==> src/rtl/phys_free_list.sv <==
// Physical register free list: circular FIFO of free preg indices, two retire frees and one allocation per cycle.
// Optional duplicate-free detection with an in-list bitmap is enabled by defining FREE_LIST_DUP_CHECK_EN.
`ifndef RETIRE_WIDTH
`define RETIRE_WIDTH 45
`endif

module phys_free_list #(
  parameter int NUM_PREGS = 64,
  parameter int NUM_ARCH  = 32
) (
  input  logic                     clk,
  input  logic                     rst,
  input  logic                     alloc_en,
  output logic [5:0]               alloc_preg,
  output logic                     alloc_ok,
  input  logic [`RETIRE_WIDTH-1:0] retire0,
  input  logic [`RETIRE_WIDTH-1:0] retire1,
  output logic [6:0]               free_count,
  output logic                     err
);

  localparam int          W       = `RETIRE_WIDTH;
  localparam int          IW      = $clog2(NUM_PREGS);
  localparam logic [6:0]  CNT_MAX = 7'(NUM_PREGS);
  localparam logic [6:0]  CNT_RST = 7'(NUM_PREGS - NUM_ARCH);
  localparam logic [IW-1:0] TAIL_RST = IW'((NUM_PREGS - NUM_ARCH) % NUM_PREGS);

  logic [5:0]    r_mem [NUM_PREGS];
  logic [IW-1:0] r_head;
  logic [IW-1:0] r_tail;
  logic [6:0]    r_count;
  logic          r_err;

  logic          w_v0, w_v1;
  logic [5:0]    w_rd0, w_rd1;
  logic          w_unused_fields;
  logic          w_pop, w_req0, w_req1, w_push0, w_push1;
  logic          w_dup0, w_dup1;
  logic [6:0]    w_cnt_pop, w_cnt0, w_cnt_nxt;
  logic [IW-1:0] w_wr1_ptr, w_tail_nxt, w_head_nxt;
  logic          w_err_nxt;
`ifdef FREE_LIST_DUP_CHECK_EN
  logic [NUM_PREGS-1:0] r_map;
  logic [NUM_PREGS-1:0] w_map_pop, w_map0, w_map_nxt;
`endif

  function automatic logic [IW-1:0] ptr_inc(input logic [IW-1:0] p);
    return (p == IW'(NUM_PREGS - 1)) ? '0 : p + 1'b1;
  endfunction

  // Retire slot format is {valid, rd_old, data, rd}; only valid and rd_old matter here.
  assign w_v0  = retire0[W-1];
  assign w_v1  = retire1[W-1];
  assign w_rd0 = retire0[W-2 -: 6];
  assign w_rd1 = retire1[W-2 -: 6];
  assign w_unused_fields = ^{retire0[W-8:0], retire1[W-8:0]};

  assign alloc_preg = r_mem[r_head];
  assign alloc_ok   = (r_count != 7'd0);
  assign free_count = r_count;
  assign err        = r_err;

  always_comb begin
    w_pop     = alloc_en & alloc_ok;
    w_req0    = w_v0 & (w_rd0 != 6'd0);
    w_req1    = w_v1 & (w_rd1 != 6'd0);
    w_cnt_pop = r_count - {6'd0, w_pop};
`ifdef FREE_LIST_DUP_CHECK_EN
    // The preg leaving the head this cycle no longer counts as in the list.
    w_map_pop = r_map;
    if (w_pop) w_map_pop[alloc_preg] = 1'b0;
    w_dup0 = w_map_pop[w_rd0];
`else
    w_dup0 = 1'b0;
`endif
    w_push0 = w_req0 & (w_cnt_pop < CNT_MAX) & ~w_dup0;
    w_cnt0  = w_cnt_pop + {6'd0, w_push0};
`ifdef FREE_LIST_DUP_CHECK_EN
    w_map0 = w_map_pop;
    if (w_push0) w_map0[w_rd0] = 1'b1;
    w_dup1 = w_map0[w_rd1];
`else
    w_dup1 = 1'b0;
`endif
    w_push1   = w_req1 & (w_cnt0 < CNT_MAX) & ~w_dup1;
    w_cnt_nxt = w_cnt0 + {6'd0, w_push1};
`ifdef FREE_LIST_DUP_CHECK_EN
    w_map_nxt = w_map0;
    if (w_push1) w_map_nxt[w_rd1] = 1'b1;
`endif
    w_wr1_ptr  = w_push0 ? ptr_inc(r_tail) : r_tail;
    w_tail_nxt = w_push1 ? ptr_inc(w_wr1_ptr) : w_wr1_ptr;
    w_head_nxt = w_pop ? ptr_inc(r_head) : r_head;
    w_err_nxt  = r_err | (alloc_en & ~alloc_ok) | (w_req0 & ~w_push0) | (w_req1 & ~w_push1);
  end

  always_ff @(posedge clk or posedge rst) begin
    if (rst) begin
      for (int i = 0; i < NUM_PREGS; i++)
        r_mem[i] <= (i < NUM_PREGS - NUM_ARCH) ? 6'(NUM_ARCH + i) : 6'd0;
    end else begin
      if (w_push0) r_mem[r_tail] <= w_rd0;
      if (w_push1) r_mem[w_wr1_ptr] <= w_rd1;
    end
  end

  always_ff @(posedge clk or posedge rst) begin
    if (rst) begin
      r_head  <= '0;
      r_tail  <= TAIL_RST;
      r_count <= CNT_RST;
      r_err   <= 1'b0;
    end else begin
      r_head  <= w_head_nxt;
      r_tail  <= w_tail_nxt;
      r_count <= w_cnt_nxt;
      r_err   <= w_err_nxt;
    end
  end

`ifdef FREE_LIST_DUP_CHECK_EN
  always_ff @(posedge clk or posedge rst) begin
    if (rst) begin
      for (int i = 0; i < NUM_PREGS; i++)
        r_map[i] <= (i >= NUM_ARCH);
    end else begin
      r_map <= w_map_nxt;
    end
  end
`endif

endmodule

==> config.mk <==
export PLATFORM = sky130hd
export DESIGN_NAME = phys_free_list
export DESIGN_NICKNAME = d
export VERILOG_FILES = /design/src/rtl/phys_free_list.sv
export SDC_FILE = /design/constraint.sdc
export NUM_CORES = 1
export LEC_CHECK = 0
export BUFFER_PORTS_ARGS = -buffer_cell sky130_fd_sc_hd__clkbuf_2
export CAP_MARGIN = 15
export CORE_AREA = 2 2 200 202
export DETAILED_ROUTE_END_ITERATION = 10
export DIE_AREA = 0 0 202 204
export GPL_TIMING_DRIVEN = 0
export PLACE_DENSITY = 0.94
export SYNTH_ARGS = -nofsm -noshare
export SYNTH_HDL_FRONTEND = slang
export SYNTH_SLANG_ARGS = --single-unit
==> constraint.sdc <==
create_clock -name clk -period 30.2 [get_ports clk]
set_input_delay 0 -clock clk [delete_from_list [all_inputs] [get_ports clk]]
set_output_delay 0 -clock clk [all_outputs]
set_load 0.05 [all_outputs]
# --- Word level (Yosys, flattened, before mapping) ---
# Cells that the tools add are included.
op_classes:
  addsub: 6
  order_cmp: 7
  n_eq_ne: 3
  muxes: 16
  bitwise_logic: 17
  n_reduce_logical: 5
op_table:
  columns: ["op", "n"]
  rows:
  - ["$bwmux 384", 2]
  - ["$mux 384", 2]
  - ["$demux 6 s6", 2]
  - ["$mux 6", 9]
  - ["$bmux 6 s6", 1]
  - ["$ge 7x7->1 const B", 3]
  - ["$not 6->7", 3]
  - ["$add 6x1->6 const B", 3]
  - ["$eq 6x6->1 const B", 3]
  - ["$add 7x1->7", 2]
  - ["$lt 7x1->1 const B", 2]
  - ["$lt 7x7->1 const B", 2]
  - ["$reduce_bool 6->1", 2]
  - ["$and 1x1->1", 8]
  - ["$reduce_bool 7->1", 1]
  - ["$sub 7x1->7", 1]
  - ["$not 1->1", 3]
  - ["$or 1x1->1", 3]
  - ["$logic_and 1x1->1", 2]
totals:
  regBits: 404
  input_bits: 93
  out_inout_bits: 15
  word_cells: 122

# --- Longest topological paths before layout ---
# Gate-level depths: netlist of the first run.
depth:
  ltp_word: 13
  mapped_depth: 22
  ltp_nobuf: 19

# --- Worst setup path before layout of the first run ---
# Ideal clock, no wire load.
synth_path:
  path_type: "reg-to-reg"
  startpoint: "register r_count[4] (netlist: free_count[4])"
  endpoint: "register r_mem[100] (netlist bit)"
  setup_ps: 125
  t_arrival_ps: 5805
  required_time_ps: 30075
  setup_slack_ps: 24270
  path_stages_with_launch: 22
  path_buffers: 5
  period_less_slack_ps: 5930
  cell_sequence: "dfrtp_1 > buf_2 > nor4_4 > nand2_1 > and2_1 > clkbuf_1 > ha_1 > ha_1 > nor2b_1 > mux2_4 > nor3_4 > buf_4 > ha_1 > ha_1 > and4b_1 > a41oi_1 > or3_4 > a211o_1 > buf_2 > buf_6 > nor3_4 > mux2_2"
synth_via:
  elab_chain_cells: 13
  word_cells_on_any_way: 18
  classes_between: "add/sub (2); order compare (4); mux (6); bitwise (4); reduce/logical (2)"
synth_rtl:
  columns: ["item", "line_no", "source"]
  rows:
  - ["start: declaration", "31", "logic [6:0] r_count;"]
  - ["start signal: assignment", "116", "r_count <= w_cnt_nxt;"]
  - ["$reduce_bool 7->1 (*)", "59", "assign alloc_ok = (r_count != 7'd0);"]
  - ["named net alloc_ok", "15", "output logic alloc_ok,"]
  - ["$and 1x1->1 (*)", "64", "w_pop = alloc_en & alloc_ok;"]
  - ["named net w_pop", "37", "logic w_pop, w_req0, w_req1, w_push0, w_push1;"]
  - ["$sub 7x1->7 (*)", "67", "w_cnt_pop = r_count - {6'd0, w_pop};"]
  - ["parallel branches: the longest is 9 deep, another holds $lt 7x7->1", null, null]
  - ["$mux 384 (*)", "103", "if (w_push1) r_mem[w_wr1_ptr] <= w_rd1;"]
  - ["end signal: indexed assignment", "100", "r_mem[i] <= (i < NUM_PREGS - NUM_ARCH) ? 6'(NUM_ARCH + i) : 6'd0;"]
  - ["end signal: indexed assignment", "102", "if (w_push0) r_mem[r_tail] <= w_rd0;"]
  - ["end signal: indexed assignment", "103", null]
  - ["end: declaration", "28", "logic [5:0] r_mem [NUM_PREGS];"]
# Mark *: on every way through the listed nets, which the timed path passes.
# A chain may end at the register's enable or synchronous reset.

# --- Final worst setup path of the first run ---
layout_path:
  startpoint: "register r_count[4] (netlist: free_count[4])"
  endpoint: "register r_mem[33] (netlist bit)"
layout_via:
  elab_chain_cells: 13
  word_cells_on_any_way: 18
  classes_between: "add/sub (2); order compare (4); mux (6); bitwise (4); reduce/logical (2)"
layout_rtl:
  columns: ["item", "line_no"]
  rows:
  - ["$reduce_bool 7->1 (*)", "59"]
  - ["$and 1x1->1 (*)", "64"]
  - ["named net w_pop", "37"]
  - ["$sub 7x1->7 (*)", "67"]
  - ["parallel branches: the longest is 9 deep, another holds $lt 7x7->1", null]
  - ["$mux 384 (*)", "103"]
# Marked as above.

==> results of run 1 <==
-- area by class of cell --
type / instances / share of cell area (%)
Inverter: 11 / 0.177
Timing Repair Buffer: 45 / 1.47
Clock inverter: 6 / 0.123
Multi-Input combinational cell: 1242 / 51.1
Antenna cell: 2 / 0.0182
Sequential cell: 404 / 37.3
Tap cell: 525 / 2.39
Buffer: 165 / 2.53
Clock buffer: 73 / 4.88
-- per-stage QoR --
stage          hold WS (ps)  std cells
2_1_floorplan           175       1822
3_3_place_gp            361       2378
3_5_place_dp           45.0       2384
4_1_cts                25.2       2467
5_1_grt                46.6       2471
6_report             -0.650       2473
-- cell usage in the layout, fill, tap and decap left out, types with 6 or more instances in the layout --
cell	count
mux2_4	25
or3_1	15
nor4_1	21
mux4_2	125
nor3_4	27
xnor2_1	11
mux2_2	709
and3_1	8
clkbuf_8	11
clkbuf_2	31
a31oi_1	6
nand3_1	13
nand2_1	58
clkbuf_1	139
xor2_1	8
ha_1	10
clkbuf_16	45
nand2b_1	8
inv_1	10
buf_2	13
dfstp_2	114
buf_1	18
nor2_1	47
a21oi_1	24
nor3_1	8
buf_4	8
dfrtp_1	290
nor3_2	21
o21ai_0	6
mux2i_1	25
nor2b_1	9
-- report_power, final --
part,switching (uW),internal [uW],total (uW)
clock network,227,301,529
logic,715,583,1300
registers,122,771,893
-- kinds of logic after synthesis --
group	share of synthesized area (%)
muxes	45.8
xor gates and xnor gates	0.729
and+or+nand+nor	7.33
buffers and inverters	2.94
adders and majority gates	0.500
DFF	40.9
AOI/OAI and AO/OA	1.80
-- flip-flops by register name, indices dropped and copies added (netlist names) --
name / cells
err: 1
r_tail: 6
free_count: 7
r_mem: 384
r_head: 6
-- routing by layer --
metal,GRT usage (%),part of all wire [%]
met3,12.5,12
met2,60.4,45
met4,28.6,8.7
met1,45.8,34
met5,0.833,0
-- path summary, 6_finish.rpt --
kind / cells after the start / endpoint
setup / recovery: 21 / r_mem[33]$_DFF_PP0_
hold / removal: 3 / r_mem[57]$_DFF_PP0_
setup reg to reg: 21 / r_mem[33]$_DFF_PP0_
hold reg to reg: 2 / r_mem[252]$_DFF_PP1_
max in group asynchronous: 5 / r_mem[255]$_DFF_PP0_
min in group clk: 6 / r_tail[3]$_DFF_PP0_
-- timing repair --
action / 4_1_cts / 5_1_grt
hold endpoints to repair: 144 / 0
hold buffers: 4 / 0
setup endpoints to repair: 0 / 0
-- critical path, stage by stage, from the launching register on --
cell	delay, ps
dfrtp_1	370
buf_2	180
nor4_4	440
nand2_1	120
and2_1	170
clkbuf_1	290
ha_1	330
ha_1	220
nor2b_1	150
mux2_4	330
nor3_4	480
buf_4	300
ha_1	200
ha_1	210
and4b_1	210
a41oi_1	100
o21a_1	280
o211ai_1	610
buf_2	490
buf_2	530
nor3_2	220
mux2_2	340
==> results by group, run 1 <==
Outcome
  – Status: finished, violations left
  – Failing checks: hold timing

Timing
  – Setup TNS: 0 ps
  – Tcrit/Tclk final: 22.2%
  – Min cycle time layout: 6720 ps
  – Hold Slack: -0.650 ps
  – Worst Setup Slack, final: 23480 ps
  – Unrepaired setup endpoints after global routing: no
  – Measured slew at the worst slew-check pin: 1350 ps
  – Final Hold Fails: 1
  – Highest Clock Rate: 149 MHz
  – Slew HR: 10.1%
  – Slew Limit Fails: 0
  – Clock skew: 11.0 ps
  – Final setup fails: 0

Layout
  – Fill cell count: 2461
  – Share of cells above drive strength 1: 60.2%
  – Post-route cell area: 27500 sq um
  – Area Growth Syn to Fin: 9.78%
  – Final core utilization: 70.2%
  – # nets final: 2015
  – Register area: 10300 sq um
  – Area occupied by multi-input gates: 14100 sq um

Power and ir drop
  – Tot Pwr: 2720 uW
  – IR drop worst, VDD: 0.0657 mV
  – Pwr/cell area: 98.9 nW/um^2
  – Pleak: 0.0119 uW

Yosys
  – Post-synth EDFFs: 0
  – Synth top cells by count: mux2_2, dfrtp_1, mux4_2, clkbuf_1, dfstp_2
  – Sequential area share after synthesis: 40.9%
  – Area leader, netlist: mux2_2
  – Asr flop ratio synth: 100%
  – Synth top area share: 31.9%
  – Distinct cells, synth: 62
  – Ys Warns: 0
  – Post-Syn Nets: 1925
  – Synthesized area: 25000 sq um
  – Synth area leaders: mux2_2, dfrtp_1, dfstp_2
  – Gate Count Post-Synth: 1822
  – Avg Cell Area, Syn: 13.7 sq um
  – #FFs+latches synth: 404
  – Most common cell in the synthesized netlist: mux2_2
  – Top FF cell, synth: dfrtp_1

Global routing
  – Total grt overflow: 0
  – Initial antenna violation count: 1
  – Pin count of the biggest net entering global routing: 128
  – GRT Util Overall: 39.0%
  – First-pass GRT wire length: 118000 microns
  – Vias in the first global route: 18800

Critical path
  – Setup CP Type: flop to flop
  – Critical Path Fanout Max: 10
  – Crit start category: flop
  – Critical Path RT: 30640 ps
  – Crit. End Element: flop
  – Worst Path Arrival: 7150 ps
  – Crit. Startpoint: free_count[4]$_DFF_PP0_
  – Worst R2R Start: free_count[4]$_DFF_PP0_
  – R2R Setup Slk: 23480 ps

Floorplanning
  – Die Footprint: 41200 sq um
  – Die Height: 204 microns
  – I/O pins: 108
  – Row cnt: 73
  – Die Width: 202 microns
  – Initial Utilization: 63.9%
  – CORE AREA: 39200 sq um

Clocking
  – Root Driver: clkbuf_16
  – Clock Sinks: 404
  – Clock transition at path regs: 60 ps
  – H-tree levels: 2
  – CTS Buf Count: 43
  – Clock tree from TritonCTS: yes
  – Longest Clk Path Bufs: 3
  – Worst skew pair latency: 570 ps
  – PostCTS Resize Cnt: 0
  – Post-CTS Setup Bufs: 0

Drt
  – DR DRC count: 0
  – Initial DRT Pass Iterations: 7
  – Drt wl/cell: 32.1 microns
  – Final ANT Viol Nets: 0
  – Vias per cell: 7.23
  – Total number of vias: 17900
  – WL final: 79300 microns
  – DRT iter0 DRCs: 1999

Job
  – Max-cap violations: 0

Placement
  – Detailed Place HPWL: 55700 microns
  – Port Buf Inserts: 31
  – Cell Area, Placed: 26000 sq um
  – Pre-CTS WS: 23760 ps
  – Gpl congestion: 1.01

Hold path
  – Hold crit path type: primary input to asynchronous set/reset pin
Note: power is estimated with default switching activity, not from simulation.
==> inputs of run 2 (changes only) <==
--- a/config.mk
+++ b/config.mk
@@ -7,11 +7,11 @@
 export LEC_CHECK = 0
 export BUFFER_PORTS_ARGS = -buffer_cell sky130_fd_sc_hd__clkbuf_2
 export CAP_MARGIN = 15
-export CORE_AREA = 2 2 200 202
+export CORE_AREA = 2 2 203 205
 export DETAILED_ROUTE_END_ITERATION = 10
-export DIE_AREA = 0 0 202 204
+export DIE_AREA = 0 0 205 207
 export GPL_TIMING_DRIVEN = 0
-export PLACE_DENSITY = 0.94
+export PLACE_DENSITY = 0.91
 export SYNTH_ARGS = -nofsm -noshare
 export SYNTH_HDL_FRONTEND = slang
 export SYNTH_SLANG_ARGS = --single-unit
==> constraint.sdc (replaced) <==
create_clock -name clk -period 6.65 [get_ports clk]
set_input_delay 0 -clock clk [delete_from_list [all_inputs] [get_ports clk]]
set_output_delay 0 -clock clk [all_outputs]
set_load 0.05 [all_outputs]
==> results by group, run 2 (synthesized netlist as in run 1, its figures left out) <==
Layout
  – Area Growth Syn to Fin: 10.2%
  – Final core utilization: 68.4% (-1.8 points)
  – Max reg flops: 384 (unchanged)
  – Commonest cells after routing, fill and taps aside: mux2_2, dfrtp_1, clkbuf_1
  – # nets final: 2023 (+0.40%)
  – Share of cells above drive strength 1: 60.6% (+0.47 points)
  – Largest Register: r_mem
  – Commonest non-fill, non-tap cell in the layout: mux2_2
  – Fill cell count: 2658 (+8.0%)

Job
  – Max-cap violations: 0 (unchanged)

Floorplanning
  – Initial Utilization: 62.0% (-1.9 points)
  – Die Width: 205 microns (+1.5%)
  – Die Height: 207 microns (+1.5%)
  – CORE AREA: 40400 sq um (+3.0%)
  – I/O pins: 108 (unchanged)
  – Row cnt: 74 (+1.4%)
  – Die Footprint: 42400 sq um (+3.0%)

Drt
  – Vias per cell: 7.19 (-0.59%)
  – Final ANT Viol Nets: 0 (unchanged)
  – WL final: 78900 microns (-0.53%)
  – DR DRC count: 0 (unchanged)
  – WL met1: 27500 microns (+1.8%)
  – Wire length on met3: 9470 microns (+1.7%)
  – Routed wl met2: 35400 microns (-1.7%)
  – DRT iter0 DRCs: 2036 (+1.9%)
  – Top Layer Used: met5
  – Total number of vias: 17900 (+0.017%)
  – Initial DRT Pass Iterations: 6 (-1)
  – Drt wl/cell: 31.7 microns (-1.1%)

Outcome
  – Status: completed

Global routing
  – GRT Util Overall: 37.4% (-1.5 points)
  – Initial antenna violation count: 1 (unchanged)
  – Total grt overflow: 0 (unchanged)
  – Pin count of the biggest net entering global routing: 46 (-64%)
  – Vias in the first global route: 18600 (-0.60%)
  – First-pass GRT wire length: 117000 microns (-0.87%)

Power and ir drop
  – Net switching power: 4850 uW (+360%)
  – Clk pwr share: 19.6% (+0.2 points)
  – IR drop worst, VDD: 0.270 mV (+310%)
  – Pwr/cell area: 447 nW/um^2 (+350%)
  – Switching Fraction: 39.3% (+0.15 points)
  – Cell internal pwr: 7490 uW (+350%)
  – Seq pwr share: 32.9% (about the same)
  – Comb pwr share: 47.5% (-0.2 points)
  – Pleak: 0.0120 uW (+0.48%)

Timing
  – Final Hold Fails: 0 (-1)
  – Measured slew at the worst slew-check pin: 1230 ps (-117 ps)
  – Worst Setup Slack, final: 122 ps (-23360 ps)
  – Slew HR: 17.9% (+7.8 points)
  – Slew Limit Fails: 0 (unchanged)
  – Clock skew: 21.7 ps (+10.8 ps)
  – Highest Clock Rate: 153 MHz (+2.9%)
  – Setup TNS: 0 ps (unchanged)
  – Min cycle time layout: 6530 ps (-189 ps)
  – Final setup fails: 0 (unchanged)
  – Tcrit/Tclk final: 98.2% (+76 points)

Clocking
  – Clock tree from TritonCTS: yes
  – Clock Sinks: 404 (unchanged)
  – Worst skew pair latency: 600 ps (+30 ps)
  – H-tree levels: 2 (unchanged)
  – Longest Clk Path Bufs: 3 (unchanged)
  – Root Driver: clkbuf_16
  – CTS Buf Count: 43 (unchanged)
  – Clock transition at path regs: 70 ps (about the same)

Critical path
  – CP max stage cell: nor3_2
  – Setup CP Type: flop to flop
  – Crit. End Element: flop
  – Crit start category: flop
  – CP Cell Sequence: buf_2 > nor4_4 > nand2_1 > and2_1 > clkbuf_1 > ha_1 > ha_1 > nor2b_1 > mux2_4 > nor3_4 > buf_4 > ha_1 > ha_1 > and4b_1 > a41oi_1 > nor3_1 > o211ai_1 > buf_4 > buf_2 > buf_2 > nor3_2 > mux2_2
  – Max incr delay on CP: 640 ps (+30 ps)
  – Worst Path Arrival: 7000 ps (-150 ps)
  – Critical Path RT: 7120 ps (-23520 ps)
  – Critical Path Fanout Max: 10 (unchanged)
  – Critical Path Most Common Cell: ha_1

Placement
  – Port Buf Inserts: 31 (unchanged)
  – Detailed Place HPWL: 55300 microns (-0.85%)
  – Pre-CTS WS: 250 ps (-23510 ps)
  – Gpl congestion: 1.07 (+5.2%)

Hold path
  – Hold crit path type: primary input to flop
## run 2: per-stage QoR
step | power (uW) | hold WS, ps | instances | cell area (sq um)
after floorplan | 7970 | 175 | 1822 | 25000
after global placement | 9280 | 362 | 2385 | 25900
after detailed placement | 9600 | 166 | 2398 | 26100
after CTS | 12000 | 93.1 | 2481 | 27500
after global routing | 12600 | 162 | 2487 | 27600
final | 12300 | 115 | 2488 | 27600
## run 2: cell type report
cell class	instances	area, sq um	area share [%]
clock inverter	15	115	0.417
inverter	11	45.0	0.163
buffer	165	696	2.52
sequential	404	10300	37.2
antenna	2	5.00	0.0181
clock buffer	64	1250	4.55
tap	532	666	2.41
timing repair buffer	53	500	1.81
multi-input combinational	1242	14100	51.0
## run 2: worst paths after layout
check	startpoint	slack, ps	depth (start not counted)	to
max	free_count[4]$_DFF_PP0_	120	22	r_mem[224]$_DFF_PP0_
min in group asynchronous	rst	120	3	r_mem[363]$_DFF_PP0_
min	retire0[44]	110	6	r_tail[3]$_DFF_PP0_
max reg2reg	free_count[4]$_DFF_PP0_	120	22	r_mem[224]$_DFF_PP0_
max in group asynchronous	rst	5040	7	r_mem[147]$_DFF_PP0_
min reg2reg	r_mem[257]$_DFF_PP1_	580	2	r_mem[257]$_DFF_PP1_
## run 2: power by group through the flow
stage               Sequential, uW  Combinational (uW)  Clock [uW]
CTS                           4010                5610        2390
detailed placement            4050                5560           0
finish                        4060                5860        2410
global route                  4100                6040        2490
global placement              3980                5310           0
floorplan                     3880                4080           0
## run 2: routing by layer
metal,global-route usage [%],vias up
li1,-,7040
met1,46.4,9168
met2,55.5,1268
met3,13.1,414
met4,24.3,2
met5,1.04,-
## run 2: repair_timing
action / 4_1_cts / 5_1_grt
hold buffers: 4 / 0
hold endpoints to repair: 36 / 0
buffers inserted: 0 / 2
gates resized for setup: 0 / 1
setup endpoints to repair: 0 / 134
## run 2: critical path: cells and delay by family, from the launching register on
family | cells | cell delay, ps
AOI/OAI and AO/OA | 2 | 230
adders and majority gates | 4 | 930
buffers and inverters | 6 | 1520
DFF | 1 | 370
muxes | 2 | 750
and+or+nand+nor | 8 | 2580
